--- src/rtl/cxl_pkg.sv ---
// rtl/cxl_pkg.sv - shared widths and cancel record type for the cancel arbiter
//
// Purpose: field widths for client id, amount and drop counter, plus the
// packed cancel record carried through the output slot.
package cxl_pkg;

  localparam int CLIENT_W = 5;
  localparam int AMOUNT_W = 16;
  localparam int DROP_W   = 8;

  typedef struct packed {
    logic [CLIENT_W-1:0] client;
    logic [AMOUNT_W-1:0] amount;
  } cancel_t;

endpackage

--- src/rtl/rr_arbiter.sv ---
// rtl/rr_arbiter.sv - combinational round-robin one-hot grant
//
// Purpose: picks the first asserted request at or after ptr, wrapping
// around, and returns it as a one-hot grant (all zero when nothing requests).
// Ports:
//   req   [N-1:0]      request vector
//   ptr   [PTR_W-1:0]  index that has highest priority this cycle
//   grant [N-1:0]      one-hot grant, or zero
module rr_arbiter #(
  parameter int N     = 4,
  parameter int PTR_W = 2
) (
  input  logic [N-1:0]     req,
  input  logic [PTR_W-1:0] ptr,
  output logic [N-1:0]     grant
);

  int               w_sum;
  logic [PTR_W-1:0] w_idx;
  logic             w_found;

  // Walk the requesters in priority order ptr, ptr+1, ... with wrap.
  always_comb begin
    grant   = '0;
    w_found = 1'b0;
    w_sum   = 0;
    w_idx   = '0;
    for (int k = 0; k < N; k++) begin
      w_sum = int'(ptr) + k;
      if (w_sum >= N) w_sum = w_sum - N;
      w_idx = PTR_W'(w_sum);
      if (!w_found && req[w_idx]) begin
        grant[w_idx] = 1'b1;
        w_found      = 1'b1;
      end
    end
  end

endmodule

--- src/rtl/cxl_arbiter.sv ---
// rtl/cxl_arbiter.sv - round-robin cancel arbiter with one-deep output slot and duplicate suppression
//
// Purpose: merges NUM_REQ cancel requesters into a single registered output
// slot, round-robin, one cancel per cycle; optionally drops a cancel identical
// to the one most recently loaded into the slot and counts the drops.
// Ports:
//   clk, rst                        clock, synchronous active-high reset
//   req_valid/req_client/req_amount per-requester cancel, packed by index
//   req_ready                       one-hot consume strobe (combinational)
//   out_valid/out_client/out_amount registered downstream cancel
//   out_ready                       downstream accept
//   drop_cnt                        saturating count of suppressed duplicates
module cxl_arbiter
  import cxl_pkg::*;
#(
  parameter int NUM_REQ = 4,
  parameter int DEDUP   = 1
) (
  input  logic                         clk,
  input  logic                         rst,
  input  logic [NUM_REQ-1:0]           req_valid,
  input  logic [NUM_REQ*CLIENT_W-1:0]  req_client,
  input  logic [NUM_REQ*AMOUNT_W-1:0]  req_amount,
  output logic [NUM_REQ-1:0]           req_ready,
  output logic                         out_valid,
  output logic [CLIENT_W-1:0]          out_client,
  output logic [AMOUNT_W-1:0]          out_amount,
  input  logic                         out_ready,
  output logic [DROP_W-1:0]            drop_cnt
);

  localparam int PTR_W = (NUM_REQ > 1) ? $clog2(NUM_REQ) : 1;

  logic [PTR_W-1:0]  r_rr_ptr;
  cancel_t           r_out;
  logic              r_out_valid;
  cancel_t           r_last;
  logic              r_last_valid;
  logic [DROP_W-1:0] r_drop_cnt;

  logic              w_slot_free;
  logic [NUM_REQ-1:0] w_grant;
  logic              w_any;
  logic [PTR_W-1:0]  w_gnt_idx;
  logic [PTR_W-1:0]  w_next_ptr;
  cancel_t           w_sel;
  logic              w_dup;

  rr_arbiter #(
    .N     (NUM_REQ),
    .PTR_W (PTR_W)
  ) u_rr (
    .req   (req_valid),
    .ptr   (r_rr_ptr),
    .grant (w_grant)
  );

  // The slot can take a new cancel when empty or being drained this cycle.
  assign w_slot_free = !r_out_valid || out_ready;
  assign w_any       = |w_grant;
  assign req_ready   = (w_slot_free && !rst) ? w_grant : '0;

  // Decode the one-hot grant into an index and the granted cancel fields.
  always_comb begin
    w_gnt_idx = '0;
    w_sel     = '0;
    for (int i = 0; i < NUM_REQ; i++) begin
      if (w_grant[i]) begin
        w_gnt_idx    = PTR_W'(i);
        w_sel.client = req_client[i*CLIENT_W +: CLIENT_W];
        w_sel.amount = req_amount[i*AMOUNT_W +: AMOUNT_W];
      end
    end
  end

  assign w_next_ptr = (w_gnt_idx == PTR_W'(NUM_REQ - 1)) ? '0 : w_gnt_idx + 1'b1;

  // r_last tracks the latest slot load, even one already accepted downstream.
  assign w_dup = (DEDUP != 0) && r_last_valid && (w_sel == r_last);

  always_ff @(posedge clk) begin
    if (rst) begin
      r_rr_ptr     <= '0;
      r_out        <= '0;
      r_out_valid  <= 1'b0;
      r_last       <= '0;
      r_last_valid <= 1'b0;
      r_drop_cnt   <= '0;
    end else if (w_slot_free) begin
      if (w_any) begin
        r_rr_ptr <= w_next_ptr;
        if (w_dup) begin
          // Duplicate is consumed but never issued.
          r_out_valid <= 1'b0;
          if (r_drop_cnt != '1) r_drop_cnt <= r_drop_cnt + 1'b1;
        end else begin
          r_out_valid  <= 1'b1;
          r_out        <= w_sel;
          r_last       <= w_sel;
          r_last_valid <= 1'b1;
        end
      end else begin
        r_out_valid <= 1'b0;
      end
    end
  end

  assign out_valid  = r_out_valid;
  assign out_client = r_out.client;
  assign out_amount = r_out.amount;
  assign drop_cnt   = r_drop_cnt;

endmodule

--- config.mk ---
export PLATFORM = sky130hd
export DESIGN_NAME = cxl_arbiter
export DESIGN_NICKNAME = d
export VERILOG_FILES = /design/src/rtl/cxl_pkg.sv /design/src/rtl/rr_arbiter.sv /design/src/rtl/cxl_arbiter.sv
export SDC_FILE = /design/constraint.sdc
export NUM_CORES = 1
export LEC_CHECK = 0
export ABC_CLOCK_PERIOD_IN_PS = 11300
export CORE_MARGIN = 4
export CORE_UTILIZATION = 52
export DETAILED_ROUTE_END_ITERATION = 6
export GPL_TIMING_DRIVEN = 0
export PLACE_DENSITY = 0.88
export SETUP_SLACK_MARGIN = 0.02
export SLEW_MARGIN = 20
export SYNTH_ARGS = -nofsm -noshare
export SYNTH_HDL_FRONTEND = slang
export SYNTH_SLANG_ARGS = --single-unit
--- constraint.sdc ---
create_clock -name clk -period 11.3 [get_ports clk]
set_clock_uncertainty 0.05 [all_clocks]
set_input_delay 3.39 -clock clk [delete_from_list [all_inputs] [get_ports clk]]
set_output_delay 3.39 -clock clk [all_outputs]
set_load 0.01 [all_outputs]
After elaboration in Yosys (flattened, before gate mapping)

Cells that the tools add are included.
Widths: inputs -> output; s select.

Register bits: 33
Input port bits: 91
Output and inout port bits: 34
Word-level logic and storage cells: 91

Add/sub/neg operators: 9
Magnitude comparators: 12
Equal/unequal tests: 3
Muxes and demuxes: 38
Bitwise gates (word level): 4
Reduce and logical (&&, ||, !) cells: 19

Operators by type and width:

| cell                | number |
|---|---|
| $mux 21             | 4 |
| $eq 21x21->1        | 1 |
| $mux 4              | 5 |
| $mux 1              | 14 |
| $mux 2              | 7 |
| $lt 2x3->1 const B  | 4 |
| $or 4x4->4          | 3 |
| $ge 3x3->1 const B  | 3 |
| $logic_and 1x1->1   | 9 |
| $add 8x1->8 const B | 1 |
| $bmux 1 s2          | 4 |
| $demux 1 s2         | 4 |
| $ge 2x1->1 const B  | 4 |
| $ne 8x8->1 const B  | 1 |
| $sub 2x1->2 const B | 4 |
| $add 2x2->3 const B | 2 |
| $logic_not 1->1     | 5 |
| $reduce_and 4->1    | 1 |
| $reduce_or 4->1     | 1 |
| $add 2x1->3 const B | 1 |
| $ge 2x3->1 const B  | 1 |
| $reduce_and 3->1    | 1 |
| $add 2x1->2 const B | 1 |
| $eq 2x2->1 const B  | 1 |
| other kinds (3)     | 3 |

Longest topological paths before layout

Word-level depth: 22
Depth in mapped cells: 18

Cells and area by module

Synthesis repeated with hierarchy kept, for this count alone.

Cell total of the unflattened synthesis: 433
Area, all modules: 3448.3 um^2

By module, submodules not included:

| module      | times used | cells each | area an instance (um^2) | seq. area each (um^2) |
|---|---|---|---|---|
| cxl_arbiter | 1          | 403        | 3145.5                  | 660.6 |
| rr_arbiter  | 1          | 30         | 302.8                   | 0.0 |

Least setup slack after synthesis

OpenSTA, ideal clock, no wires.

Kind: in2out
Start: input req_valid[1]
End: output req_ready[3]
Arrival: 5.440 ns
Data required time: 7.860 ns
Slack: 2.420 ns
Cell stages on the path: 9
Buffers on the path: 4
Cell sequence: mux4_2 nor4b_4 nand2_1 buf_2 o21a_1 buf_6 buf_2 buf_1 nor3_1

Longest elaborated chain between the ends: 13

RTL lines:

| element                      | line              | RTL |
|---|---|---|
| from (decl)                  | cxl_arbiter.sv:21 | `input logic [NUM_REQ-1:0] req_valid,` |
| $bmux 1 s2                   | rr_arbiter.sv:32  | `if (!w_found && req[w_idx]) begin` |
| $mux 1 (not written as such) | rr_arbiter.sv:32  |  |
| $mux 1                       | rr_arbiter.sv:32  |  |
| $logic_not 1->1              | rr_arbiter.sv:32  |  |
| $logic_and 1x1->1            | rr_arbiter.sv:32  |  |
| $mux 1                       | rr_arbiter.sv:32  |  |
| $logic_not 1->1              | rr_arbiter.sv:32  |  |
| $logic_and 1x1->1            | rr_arbiter.sv:32  |  |
| $mux 1                       | rr_arbiter.sv:32  |  |
| $logic_not 1->1              | rr_arbiter.sv:32  |  |
| $logic_and 1x1->1            | rr_arbiter.sv:32  |  |
| $mux 4 *                     | rr_arbiter.sv:32  |  |
| $mux 4 *                     | cxl_arbiter.sv:61 | `assign req_ready = (w_slot_free && !rst) ? w_grant : '0;` |
| to (decl)                    | cxl_arbiter.sv:24 | `output logic [NUM_REQ-1:0] req_ready,` |

Every way passes the cells marked *; elsewhere a longest branch is shown, timed or not. The select of a mux whose other input is x is not followed.

Worst setup path after layout

Start: input req_valid[2]
End: output req_ready[3]

The elaborated chain is that of the path after synthesis.

==> metrics.txt <==
Hold Fails Final Rpt 0; number of flops mapped to enable cells by yosys 0; postcts setup bufs 0; status complete, but fails checks; CTS Buf Count 5; switching portion of total power ~58%; Peak supply drop ~0.24 mV; post-cts sizing count 0; CTS tree yes; Pwr Density ~400 nW/um^2; fill count 592; Gate power share around 87%; clk sinks 33; period utilization about 93%; Critical R2R Launch r_rr_ptr[0]$_SDFFE_PP0P_; antenna violations before repair 0; critical-path maximum fanout 10; multi-input logic area ~3000 sq um; HPWL Detailed roughly 15000 microns; Slew headroom 22.0%; Routed WL 18900 microns; syn nets around 620; most frequent cell after synthesis inv_1; Post-synth ARST share 0%; final setup fails 0; min Tclk post-route between 10 and 15 ns; Mean Syn Cell Area around 7.7 sq um; DR iter-0 viols slightly below 900; DRT antenna net count 0; DRC viols 7; synthesized area 4050 sq um; Final Max Slew Viols 0; Starting Density 54.7%; via count 5560; sequential share of power ~9%; Worst Path Required 7.86 ns; Max Clk Rate 95.2 MHz; H-tree depth 2; Lkg Pwr around 2 nW; P_sw ~0.0013 W; total die area roughly 9300 sq um; fin nets around 750; Post-Syn Instances 524; cell type with the largest total area after synthesis dfxtp_1; Die Width between 90 and 100 microns; hold_ws about 0.46 ns; Rows 31; hold_sp drop_cnt[1]$_SDFFE_PP0P_; HP Class flop to flop; grt ovf 0; Vias per Instance ~7.4; CP arrival between 7 and 8 ns; share of layout cells above drive strength 1 a little under 10%; setup_tns 0 ns; RePlAce Congestion ~1.1; Worst-Margin Slew between 1 and 1.5 ns; GRT Util Overall 40.4%; P&R area growth vs syn 35.9%; Yosys warnings 0; Die Y around 96 microns; ys flop type dfxtp_1; wire per inst approximately 25 microns; Max Root-Sink Buffers 2; cell area after layout approximately 5500 sq um; Reg area 661 sq um; register area share after synthesis around 16%; Int Pwr a little over 0.0009 W; top cells by count, synth inv_1 (38), nand2_1 (35), a21oi_1 (34); Setup CP Type input port to output pin; I/O Buffers around 120; clk slew on worst S/H paths 0.07 ns; CP Capture Type output pin; clock group share of total power 4.2%; RSZ-0062 raised after global routing false; floorplan core area 7410 sq um; first-pass GRT wire length 28400 microns; ant diodes 0; Synth top area share about 16%; crit path from req_valid[2]; post-synthesis register bit count 33; largest net degree at the start of global routing 12; Worst Setup Start Kind input port; Max Cap Viol 0; latest clock arrival within the worst-skew pair between 0.2 and 0.3 ns; failing checks DRC; drt pass-1 iters 7; vias in the first global route 5337; Placement Cell Area about 5400 sq um; Synth cell types slightly above 80; I/O Pins about 130; root buffer cell clkbuf_8; cts hold-fix bufs 0; ranking of synthesized cells by area dfxtp_1 (16%), a211oi_1 (5.9%), a221oi_1 (4.5%)
worst max-delay path, stage by stage:
cell	delay, ns
clkdlybuf4s50_1	0.53
mux4_2	0.63
nor4b_4	0.43
nand2_1	0.14
buf_2	0.21
o21a_1	0.18
buf_6	0.17
buf_2	0.20
buf_1	0.35
nor3_1	0.24
clkdlybuf4s50_1	0.58
power by group through the flow:
stage | clock network [W] | registers [W] | logic, W
4_1_cts | 0.0000917 | 0.000198 | 0.00179
3_3_place_gp | 0 | 0.000199 | 0.00175
5_1_grt | 0.0000957 | 0.000204 | 0.00197
6_report | 0.0000929 | 0.000201 | 0.00190
2_1_floorplan | 0 | 0.000201 | 0.00122
3_5_place_dp | 0 | 0.000200 | 0.00178
flip-flops by register name, indices dropped and copies added (netlist names):
signal and cells:
drop_cnt 8, r_last_valid 1, out_valid 1, r_rr_ptr 2
r_last 21
worst paths after layout:
check / slack (ns) / cells past startpoint / endpoint
max: 0.80 / 11 / req_ready[3]
min: 0.46 / 2 / drop_cnt[1]$_SDFFE_PP0P_
max reg2reg: 5.47 / 16 / r_last[11]$_SDFFE_PP0P_
min reg2reg: 0.46 / 2 / drop_cnt[1]$_SDFFE_PP0P_
cell usage in the layout, fill, tap and decap left out, drive strengths merged, types with 5 or more instances in the layout:
cell and n:
a2111oi 9, a211oi 32, a21oi 36, a221oi 22
a22o 5, and2 7, and3 7, buf 28
clkbuf 15, clkdlybuf4s50 124, dfxtp 33, ha 6
inv 38, mux2 10, mux2i 5, nand2 36
nand2b 5, nand3 19, nand4 8, nor2 29
nor2b 10, nor3 12, nor4 5, o2111ai 6
o211ai 20, o21ai 14, o221ai 8, o31ai 5
or3 5, or4 5
layer usage:
layer / GRT usage (%) / vias up / part of all wire (%)
met5: 0 / - / 0
met4: 22.2 / 0 / 6.7
met3: 12.4 / 132 / 15
met2: 60.8 / 545 / 42
met1: 51.0 / 2507 / 36
li1: - / 2376 / -
cell families (layout without fill, tap and decap cells):
kind of cell | Yosys count | after routing | synth area share [%]
adders and majority gates | 6 | 6 | 1.85
and+or+nand+nor | 165 | 165 | 22.7
xor gates and xnor gates | 4 | 4 | 0.865
DFF | 33 | 33 | 16.3
buffers and inverters | 76 | 208 | 9.51
muxes | 19 | 19 | 6.42
AOI/OAI and AO/OA | 221 | 221 | 42.3
metrics by stage:
stage / instances / setup WS, ns / utilization [%] / power [W]
after floorplan: 524 / 2.42 / - / 0.00142
after global placement: 747 / 0.936 / 73.1 / 0.00195
after detailed placement: 747 / 0.964 / 73.1 / 0.00198
after CTS: 755 / 0.927 / 74.3 / 0.00208
after global routing: 755 / 0.706 / 74.3 / 0.00227
final: 755 / 0.798 / 74.3 / 0.00219
cell type report:
type	instances	area share (%)
multi-input combinational	415	54.6
clock inverter	3	0.318
inverter	38	2.59
buffer	38	4.41
timing repair buffer	124	22.5
sequential	33	12.0
tap	99	2.25
clock buffer	5	1.25
Note: power is estimated with default switching activity, not from simulation.
